==> config.mk <==
export PLATFORM = sky130hd
export DESIGN_NAME = sram_master_flat
export DESIGN_NICKNAME = d
export VERILOG_FILES = /design/src/rtl/sram_master_pkg.sv /design/src/rtl/sram_master_if.sv /design/src/rtl/sram_lane.sv /design/src/rtl/sram_master.sv /design/src/flat_wrapper.sv
export SDC_FILE = /design/constraint.sdc
export NUM_CORES = 1
export LEC_CHECK = 0
export ABC_AREA = 1
export BUFFER_PORTS_ARGS = -buffer_cell sky130_fd_sc_hd__buf_2
export CAP_MARGIN = 20
export CORE_MARGIN = 3
export CORE_UTILIZATION = 30
export DETAILED_ROUTE_END_ITERATION = 10
export PLACE_DENSITY = 0.51
export SYNTH_ARGS = -nofsm -noshare
export SYNTH_HDL_FRONTEND = slang
export SYNTH_SLANG_ARGS = --single-unit
==> constraint.sdc <==
create_clock -name clk -period 1.7 [get_ports clk]
set_input_delay 0.085 -clock clk [delete_from_list [all_inputs] [get_ports clk]]
set_output_delay 0.085 -clock clk [all_outputs]
set_load 0.005 [all_outputs]
==> src/rtl/sram_master_pkg.sv <==
// Shared types for the SRAM master: FSM states, access-size codes, wait counter width.
// Pure declarations: no latency, no flow control.
package sram_master_pkg;

    typedef enum logic [2:0] {
        IDLE,
        RD,
        WSETUP,
        WSTROBE,
        DONE
    } state_t;

    localparam logic [1:0] SZ_BYTE = 2'b00;
    localparam logic [1:0] SZ_HALF = 2'b01;
    localparam logic [1:0] SZ_WORD = 2'b10;

    // Wide enough for WAIT_CYCLES up to 15.
    localparam int WAIT_W = 4;

    function automatic logic is_misaligned(input logic [1:0] size, input logic [1:0] offset);
        logic bad;
        case (size)
            SZ_BYTE: bad = 1'b0;
            SZ_HALF: bad = offset[0];
            SZ_WORD: bad = (offset != 2'b00);
            default: bad = 1'b1;
        endcase
        return bad;
    endfunction

endpackage

==> src/rtl/sram_master_if.sv <==
// Pipeline-side request/response bus of the SRAM master.
// master = requesting pipeline, slave = sram_master; req is only honoured while busy is low.
interface sram_master_if;
    logic        req;
    logic        rd_wr;
    logic [1:0]  size;
    logic        sign_ext;
    logic [31:0] req_addr;
    logic [31:0] wdata;
    logic [31:0] rdata;
    logic        ack;
    logic        err;
    logic        busy;

    modport master (
        output req, rd_wr, size, sign_ext, req_addr, wdata,
        input  rdata, ack, err, busy
    );

    modport slave (
        input  req, rd_wr, size, sign_ext, req_addr, wdata,
        output rdata, ack, err, busy
    );
endinterface

==> src/rtl/sram_lane.sv <==
// Big-endian lane extract/extend for loads and lane merge for read-modify-write stores.
// Purely combinational, zero latency, no flow control.
module sram_lane
    import sram_master_pkg::*;
(
    input  logic [31:0] word,
    input  logic [1:0]  size,
    input  logic [1:0]  offset,
    input  logic        sign_ext,
    input  logic [31:0] wdata,
    output logic [31:0] load_val,
    output logic [31:0] merged
);

    logic [7:0]  byte_lane;
    logic [15:0] half_lane;

    always_comb begin
        byte_lane = word[31:24];
        case (offset)
            2'd0: byte_lane = word[31:24];
            2'd1: byte_lane = word[23:16];
            2'd2: byte_lane = word[15:8];
            2'd3: byte_lane = word[7:0];
            default: byte_lane = word[31:24];
        endcase
        // Offset 0 is the most significant half.
        half_lane = offset[1] ? word[15:0] : word[31:16];
    end

    always_comb begin
        load_val = word;
        merged   = wdata;
        case (size)
            SZ_BYTE: begin
                load_val = {{24{sign_ext & byte_lane[7]}}, byte_lane};
                merged   = word;
                case (offset)
                    2'd0: merged[31:24] = wdata[7:0];
                    2'd1: merged[23:16] = wdata[7:0];
                    2'd2: merged[15:8]  = wdata[7:0];
                    2'd3: merged[7:0]   = wdata[7:0];
                    default: merged     = word;
                endcase
            end
            SZ_HALF: begin
                load_val = {{16{sign_ext & half_lane[15]}}, half_lane};
                merged   = offset[1] ? {word[31:16], wdata[15:0]}
                                     : {wdata[15:0], word[15:0]};
            end
            default: begin
                load_val = word;
                merged   = wdata;
            end
        endcase
    end

endmodule

==> src/rtl/sram_master.sv <==
// Single-port SRAM master: load = WAIT_CYCLES+2 cycles, word store = 3, sub-word RMW store = WAIT_CYCLES+4.
// One access in flight; req is ignored while busy. Sub-word stores need SRAM_MASTER_RMW_EN, else they return err.
module sram_master
    import sram_master_pkg::*;
#(
    parameter int WAIT_CYCLES = 1
) (
    input  logic        clk,
    input  logic        reset,
    sram_master_if.slave bus,
    output logic        sram_cs,
    output logic        sram_oe,
    output logic        sram_we,
    output logic [31:0] sram_addr,
    output logic [31:0] sram_din,
    input  logic [31:0] sram_dout
);

`ifdef SRAM_MASTER_RMW_EN
    localparam bit RMW_EN = 1'b1;
`else
    localparam bit RMW_EN = 1'b0;
`endif

    localparam logic [WAIT_W-1:0] WAIT_LAST = WAIT_W'(WAIT_CYCLES);

    state_t state, state_nxt;

    logic [WAIT_W-1:0] wait_cnt;
    logic              rd_wr_q;
    logic              sign_ext_q;
    logic [1:0]        size_q;
    logic [1:0]        off_q;
    logic [31:0]       wdata_q;
    logic [31:0]       rdata_q;
    logic              err_q;

    logic              bad_req;
    logic              rd_last;
    logic [31:0]       load_val;
    logic [31:0]       merged;

    assign bad_req = is_misaligned(bus.size, bus.req_addr[1:0])
                   | (bus.rd_wr & (bus.size != SZ_WORD) & ~RMW_EN);
    assign rd_last = (wait_cnt == WAIT_LAST);

    sram_lane u_lane (
        .word     (sram_dout),
        .size     (size_q),
        .offset   (off_q),
        .sign_ext (sign_ext_q),
        .wdata    (wdata_q),
        .load_val (load_val),
        .merged   (merged)
    );

    always_ff @(posedge clk) begin
        if (reset) begin
            state <= IDLE;
        end else begin
            state <= state_nxt;
        end
    end

    always_comb begin
        state_nxt = state;
        case (state)
            IDLE: begin
                if (bus.req) begin
                    if (bad_req) begin
                        state_nxt = DONE;
                    end else if (!bus.rd_wr || bus.size != SZ_WORD) begin
                        // Loads, and sub-word stores that need the old word first.
                        state_nxt = RD;
                    end else begin
                        state_nxt = WSETUP;
                    end
                end
            end
            RD: begin
                if (rd_last) begin
                    state_nxt = rd_wr_q ? WSETUP : DONE;
                end
            end
            WSETUP:  state_nxt = WSTROBE;
            WSTROBE: state_nxt = DONE;
            DONE:    state_nxt = IDLE;
            default: state_nxt = IDLE;
        endcase
    end

    always_ff @(posedge clk) begin
        if (reset) begin
            sram_cs    <= 1'b0;
            sram_oe    <= 1'b0;
            sram_we    <= 1'b0;
            sram_addr  <= '0;
            sram_din   <= '0;
            wait_cnt   <= '0;
            rd_wr_q    <= 1'b0;
            sign_ext_q <= 1'b0;
            size_q     <= SZ_BYTE;
            off_q      <= 2'b00;
            wdata_q    <= '0;
            rdata_q    <= '0;
            err_q      <= 1'b0;
        end else begin
            // Strobes are decoded from the next state so they come straight off flops.
            sram_cs <= (state_nxt == RD) || (state_nxt == WSETUP) || (state_nxt == WSTROBE);
            sram_oe <= (state_nxt == RD);
            sram_we <= (state_nxt == WSTROBE);

            if (state == IDLE && bus.req) begin
                rd_wr_q    <= bus.rd_wr;
                sign_ext_q <= bus.sign_ext;
                size_q     <= bus.size;
                off_q      <= bus.req_addr[1:0];
                wdata_q    <= bus.wdata;
                wait_cnt   <= '0;
                sram_addr  <= {bus.req_addr[31:2], 2'b00};
                if (bus.rd_wr) begin
                    sram_din <= bus.wdata;
                end
                // err only moves on entry to DONE so it stays stable between acks.
                if (bad_req) begin
                    err_q <= 1'b1;
                end
            end

            if (state == RD) begin
                wait_cnt <= wait_cnt + 1'b1;
                if (rd_last) begin
                    if (rd_wr_q) begin
                        sram_din <= merged;
                    end else begin
                        rdata_q <= load_val;
                        err_q   <= 1'b0;
                    end
                end
            end

            if (state == WSTROBE) begin
                err_q <= 1'b0;
            end
        end
    end

    assign bus.rdata = rdata_q;
    assign bus.err   = err_q;
    assign bus.ack   = (state == DONE);
    assign bus.busy  = (state != IDLE);

endmodule

==> src/flat_wrapper.sv <==
// flat-port wrapper written by rule: the top's interface ports become plain ports
module sram_master_flat import sram_master_pkg::*;
#(
    parameter int WAIT_CYCLES = 1
)
  (clk, reset, sram_cs, sram_oe, sram_we, sram_addr, sram_din, sram_dout, bus_req, bus_rd_wr, bus_size, bus_sign_ext, bus_req_addr, bus_wdata, bus_rdata, bus_ack, bus_err, bus_busy);
  sram_master_if bus_i ();
  input  logic clk;
  input  logic reset;
  output logic sram_cs;
  output logic sram_oe;
  output logic sram_we;
  output logic [31:0] sram_addr;
  output logic [31:0] sram_din;
  input  logic [31:0] sram_dout;
  input wire logic [$bits(bus_i.req)-1:0] bus_req;
  input wire logic [$bits(bus_i.rd_wr)-1:0] bus_rd_wr;
  input wire logic [$bits(bus_i.size)-1:0] bus_size;
  input wire logic [$bits(bus_i.sign_ext)-1:0] bus_sign_ext;
  input wire logic [$bits(bus_i.req_addr)-1:0] bus_req_addr;
  input wire logic [$bits(bus_i.wdata)-1:0] bus_wdata;
  output wire logic [$bits(bus_i.rdata)-1:0] bus_rdata;
  output wire logic [$bits(bus_i.ack)-1:0] bus_ack;
  output wire logic [$bits(bus_i.err)-1:0] bus_err;
  output wire logic [$bits(bus_i.busy)-1:0] bus_busy;
  assign bus_i.req = bus_req;
  assign bus_i.rd_wr = bus_rd_wr;
  assign bus_i.size = bus_size;
  assign bus_i.sign_ext = bus_sign_ext;
  assign bus_i.req_addr = bus_req_addr;
  assign bus_i.wdata = bus_wdata;
  assign bus_rdata = bus_i.rdata;
  assign bus_ack = bus_i.ack;
  assign bus_err = bus_i.err;
  assign bus_busy = bus_i.busy;
  sram_master #(.WAIT_CYCLES(WAIT_CYCLES)) u_core (.clk(clk), .reset(reset), .bus(bus_i), .sram_cs(sram_cs), .sram_oe(sram_oe), .sram_we(sram_we), .sram_addr(sram_addr), .sram_din(sram_din), .sram_dout(sram_dout));
endmodule
# == Yosys cells after proc, flatten, opt, wreduce, memory -nomap -nowiden ==
# Index checks and enable logic that the tools add are counted.
# classes
n_eq_ne,15
muxes,28
n_bitwise,5
reduce_logical,14
add_sub_neg,1
# op_table
operator,count
$mux 32,6
$pmux 32 s2,2
$mux 8,4
$pmux 8 s4,1
$mux 16,1
$eq 3x2->1 const B,4
$mux 3,4
$pmux 3 s4,1
$mux 4,2
$eq 2x1->1 const B,3
$eq 2x2->1 const B,3
$eq 3x1->1 const B,2
$logic_not 2->1,3
$mux 1,5
$add 4x1->4 const B,1
$eq 4x1->1 const B,1
$reduce_bool 2->1,2
$and 1x1->1,3
$eq 3x3->1 const B,1
$logic_not 3->1,1
$logic_or 1x1->1,3
$pmux 1 s3,1
$reduce_and 3->1,1
$reduce_bool 3->1,1
other kinds (7),7
# word_totals
out_inout_bits,102
reg_bits,143
word_cells,77

# == Depth between registers and ports, before layout ==
# logic_depth
ltp_word,9
ltp_mapped,11
ltp_nobuf,10

# == Hierarchy ==
# From an unflattened synthesis, not the netlist that was laid out.
# unflattened
hier_cells,1118
hier_area_um2,7267.0
# modules_own_cells
mod,cells_per_inst,instances,area_per_inst_um2
sram_master,730,1,5430.2
sram_lane,388,1,1836.8

# == Worst setup path before layout ==
# No wires, ideal clock.
# synth_path
path_type,flip-flop to flip-flop
from,register u_core.wait_cnt[0]
to,register u_core.sram_din[25]
period_less_slack_ps,1444
path_buffers,1
arrival_ps,1330
path_stages_with_launch,10
slack_ps,256
cell_sequence,dfxtp_1 ha_1 nand2_1 nor2_2 nand3_2 inv_2 buf_4 nand3_1 a21oi_1 nor2_1
# synth_between
elab_chain_len,3
# synth_lines
item,line,text
from (decl),sram_master.sv:29,logic [WAIT_W-1:0] wait_cnt;
from (signal assigned),sram_master.sv:131,wait_cnt <= wait_cnt + 1'b1;
$eq 4x1->1,sram_master.sv:45,assign rd_last = (wait_cnt == WAIT_LAST);
$mux 32,sram_master.sv:132,if (rd_last) begin
$mux 32,sram_master.sv:130,if (state == RD) begin
to (signal assigned),sram_master.sv:122,sram_din <= bus.wdata;
to (signal assigned),sram_master.sv:134,sram_din <= merged;
to (decl),sram_master.sv:15,"output logic [31:0] sram_din,"
# Every way passes these cells.
# A chain may end at the register's enable or synchronous reset.

# == Worst setup path in the final report ==
# layout_path
from,register u_core.wait_cnt[1]
to,register u_core.rdata_q[8] (netlist: u_core.bus.rdata[8])
# layout_between
elab_chain_len,2
# layout_lines
item,line,text
$eq 4x1->1,sram_master.sv:45,
$reduce_and 3->1 (no source line),n/a,
to (signal assigned),sram_master.sv:136,rdata_q <= load_val;
to (decl),sram_master.sv:35,logic [31:0] rdata_q;
# Every way passes these cells.

==> flow_summary.json <==
{
  "diodes": 0,
  "drt_iter0_markers": 515,
  "cts.htree.levels": 4,
  "leakagePower_nw": 4.79,
  "die_w_um": 161,
  "synth-simple-area-share_pct": 29.3,
  "grt_overflow": 0,
  "root_buffer": "clkbuf_16",
  "worstPathArrival_ps": 1960,
  "synth_edf_count": 0,
  "grt.total_usage_pct": 20.7,
  "synth_top_area_share_pct": 39.7,
  "hold_path_class": "primary input to register",
  "synth_xor_area_share_pct": 0.121,
  "p_per_area_nw_per_um2": 921,
  "ys_seq_elements": 143,
  "path_cells": "inv_2, ha_4, nand2_2, nor2_4, buf_6, nand3_4, buf_12, a21oi_1, nand3_1, nand2_1, inv_1",
  "worstSetupEndpointType": "register",
  "drv_slew": 0,
  "synth_top_family_by_area": "simple AND/OR/NAND/NOR gates",
  "status": "completed",
  "hpwl_um": 19300,
  "final-hold-violation-count": 0,
  "muxShareOfSynthArea_pct": 0,
  "crit_fanout": 7,
  "clkSinkCount": 143,
  "worst_slew_pin_slew_ps": 734,
  "ys_types": 35,
  "chipHeight_um": 161,
  "port_buffers": 202,
  "clk_path_buf_depth": 2,
  "drive_gt1_share_pct": 23.7,
  "yosys.area.top_type": "dfxtp_1",
  "yosysMostFrequentCell": "nand2_1",
  "yosysSeqAreaShare_pct": 39.7,
  "grt_max_degree": 83,
  "ant_nets": 0,
  "max_cap_viol_count": 0,
  "synth.area.top_cells": "dfxtp_1, nand2_1, a21oi_1",
  "cts_buffers": 17,
  "cts_tree": "done",
  "syn_avg_cell_area_um2": 6.62,
  "dr.pass1.iters": 5,
  "pin_count": 205,
  "synth-main-ff-cell": "dfxtp_1",
  "path_class": "register to register",
  "rows": 56,
  "fin_worst_skew_ps": 8.48,
  "syn_area_um2": 7210,
  "netlist_instances": 1090,
  "gp_congestion": 0.895,
  "syn_to_final_growth_pct": 42.1,
  "vias_per_cell": 4.79,
  "path_clk_slew_ps": 70,
  "yosys_warnings": 0,
  "worstSetupStartpointType": "register",
  "vias": 8125,
  "synthArstFlopShare_pct": 0,
  "synth_fa_ha_area_share_pct": 0.347,
  "synth_compound_area_share_pct": 21.2,
  "setup_viol": 0,
  "fmaxAchievable_ghz": 0.615,
  "period_share_pct": 95.6,
  "start_util_pct": 30.6,
  "setup_slack_ps": 74.4,
  "drc": 0,
  "total_power_w": 0.00944,
  "clkLatencyLatePin_ps": 430,
  "slowest_delay_ps": 340,
  "final_nets": 1469,
  "synth_common_cells": "nand2_1, a21oi_1, dfxtp_1",
  "die_area_um2": 25900,
  "fin_crit_ps": 1630,
  "peakVddDrop_uv": 525,
  "antenna_found_initial": 1,
  "wire_per_inst_um": 16.2,
  "drt_wl_total_um": 27500,
  "worstPathRequired_ps": 2040,
  "grt_pass1_vias": 7811,
  "critPathSlowestCell": "dfxtp_2",
  "grt_pass1_wl_um": 42900,
  "core_area_um2": 23500,
  "relSlewSlack_pct": 51.0,
  "pre_cts_ws_ps": -14.7
}
-- routing by layer --
metal	up-vias	track usage (%)	share of wire (%)
li1	4128	-	-
met5	-	0	0.047
met4	2	7.04	2.5
met1	3736	26.8	45
met2	217	34.5	47
met3	42	4.21	4.7
-- placed cells by master (no fill, tap or decap), types with 7 or more instances in the layout --
cell | Yosys | final
nand2_1 | 317 | 316
nor2_1 | 80 | 80
buf_2 | 28 | 202
dfxtp_1 | 143 | 138
dlygate4sd3_1 | 0 | 79
inv_6 | 0 | 7
inv_1 | 65 | 64
o211ai_1 | 14 | 14
buf_4 | 11 | 26
o21ai_0 | 88 | 88
buf_12 | 0 | 14
clkbuf_16 | 0 | 19
o21ai_1 | 14 | 14
a21oi_1 | 160 | 158
nand3_1 | 68 | 68
inv_2 | 10 | 10
-- where the power goes --
group          internal [W]  leakage (nW)  switching, W  total, W
combinational      0.000786          3.33       0.00115   0.00193
clock               0.00209         0.284       0.00173   0.00382
sequential          0.00355          1.17      0.000137   0.00369
total               0.00642          4.79       0.00302   0.00944
-- cell type report --
type | instances | area (um2)
well taps | 319 | 399
clock inverters | 15 | 165
clock buffers | 17 | 425
fillers | 2475 | 13300
inverters | 76 | 293
multi-input cells | 801 | 3740
flip-flops and latches | 143 | 2870
repair buffers | 325 | 2350
-- path summary, 6_finish.rpt --
kind                                      startpoint                   end  slack [ps]  depth (start not counted)
worst max-delay path              u_core.wait_cnt[1]   u_core.bus.rdata[8]          70                         11
worst max register to register    u_core.wait_cnt[1]   u_core.bus.rdata[8]          70                         11
worst min register to register  u_core.sram_addr[15]  u_core.sram_addr[15]         470                          2
worst min-delay path                   sram_dout[12]  u_core.bus.rdata[12]          10                          5
-- registers in the layout, summed over array words and instances, names as in the netlist --
name,flops
u_core.off_q,2
u_core.sram_we,1
u_core.sram_din,32
u_core.sram_oe,1
u_core.wait_cnt,4
u_core.sram_cs,1
u_core.sign_ext_q,1
u_core.rd_wr_q,1
u_core.bus.err,1
u_core.size_q,2
u_core.wdata_q,32
u_core.state,3
u_core.bus.rdata,32
u_core.sram_addr,30
-- cells by family after synthesis --
family / Yosys count
buffers and inverters: 148
xor gates and xnor gates: 1
adders and majority gates: 2
AOI/OAI and AO/OA: 291
other: 1
DFF: 143
and+or+nand+nor: 504
-- metrics by stage --
| stage | utilization, % | hold WS, ps | area, um2 | setup TNS (ps) | instances |
|---|---|---|---|---|---|
| 2_1_floorplan | - | 228 | 7220 | 0 | 1091 |
| 3_3_place_gp | 36.9 | 334 | 8690 | 0 | 1577 |
| 3_5_place_dp | 36.9 | 342 | 8690 | -14.7 | 1577 |
| 4_1_cts | 42.9 | 2.50 | 10100 | 0 | 1689 |
| 5_1_grt | 43.5 | 26.4 | 10200 | -20.0 | 1696 |
| 6_report | 43.5 | 14.7 | 10200 | 0 | 1696 |
-- critical path: cells and delay by family, from the launching register on --
kind                       cells  cell delay, ps
and+or+nand+nor                5             520
buffers and inverters          4             420
DFF                            1             340
adders and majority gates      1             130
AOI/OAI and AO/OA              1             100
-- repair_timing --
action	in CTS	in global routing
cloned	0	3
pin swaps	1	2
hold buffers	79	0
hold endpoints to repair	90	0
endpoints found under the setup margin	1	44
setup buffers	1	4
resized for setup	0	20
No activity file was read; power rests on OpenSTA's default activity.
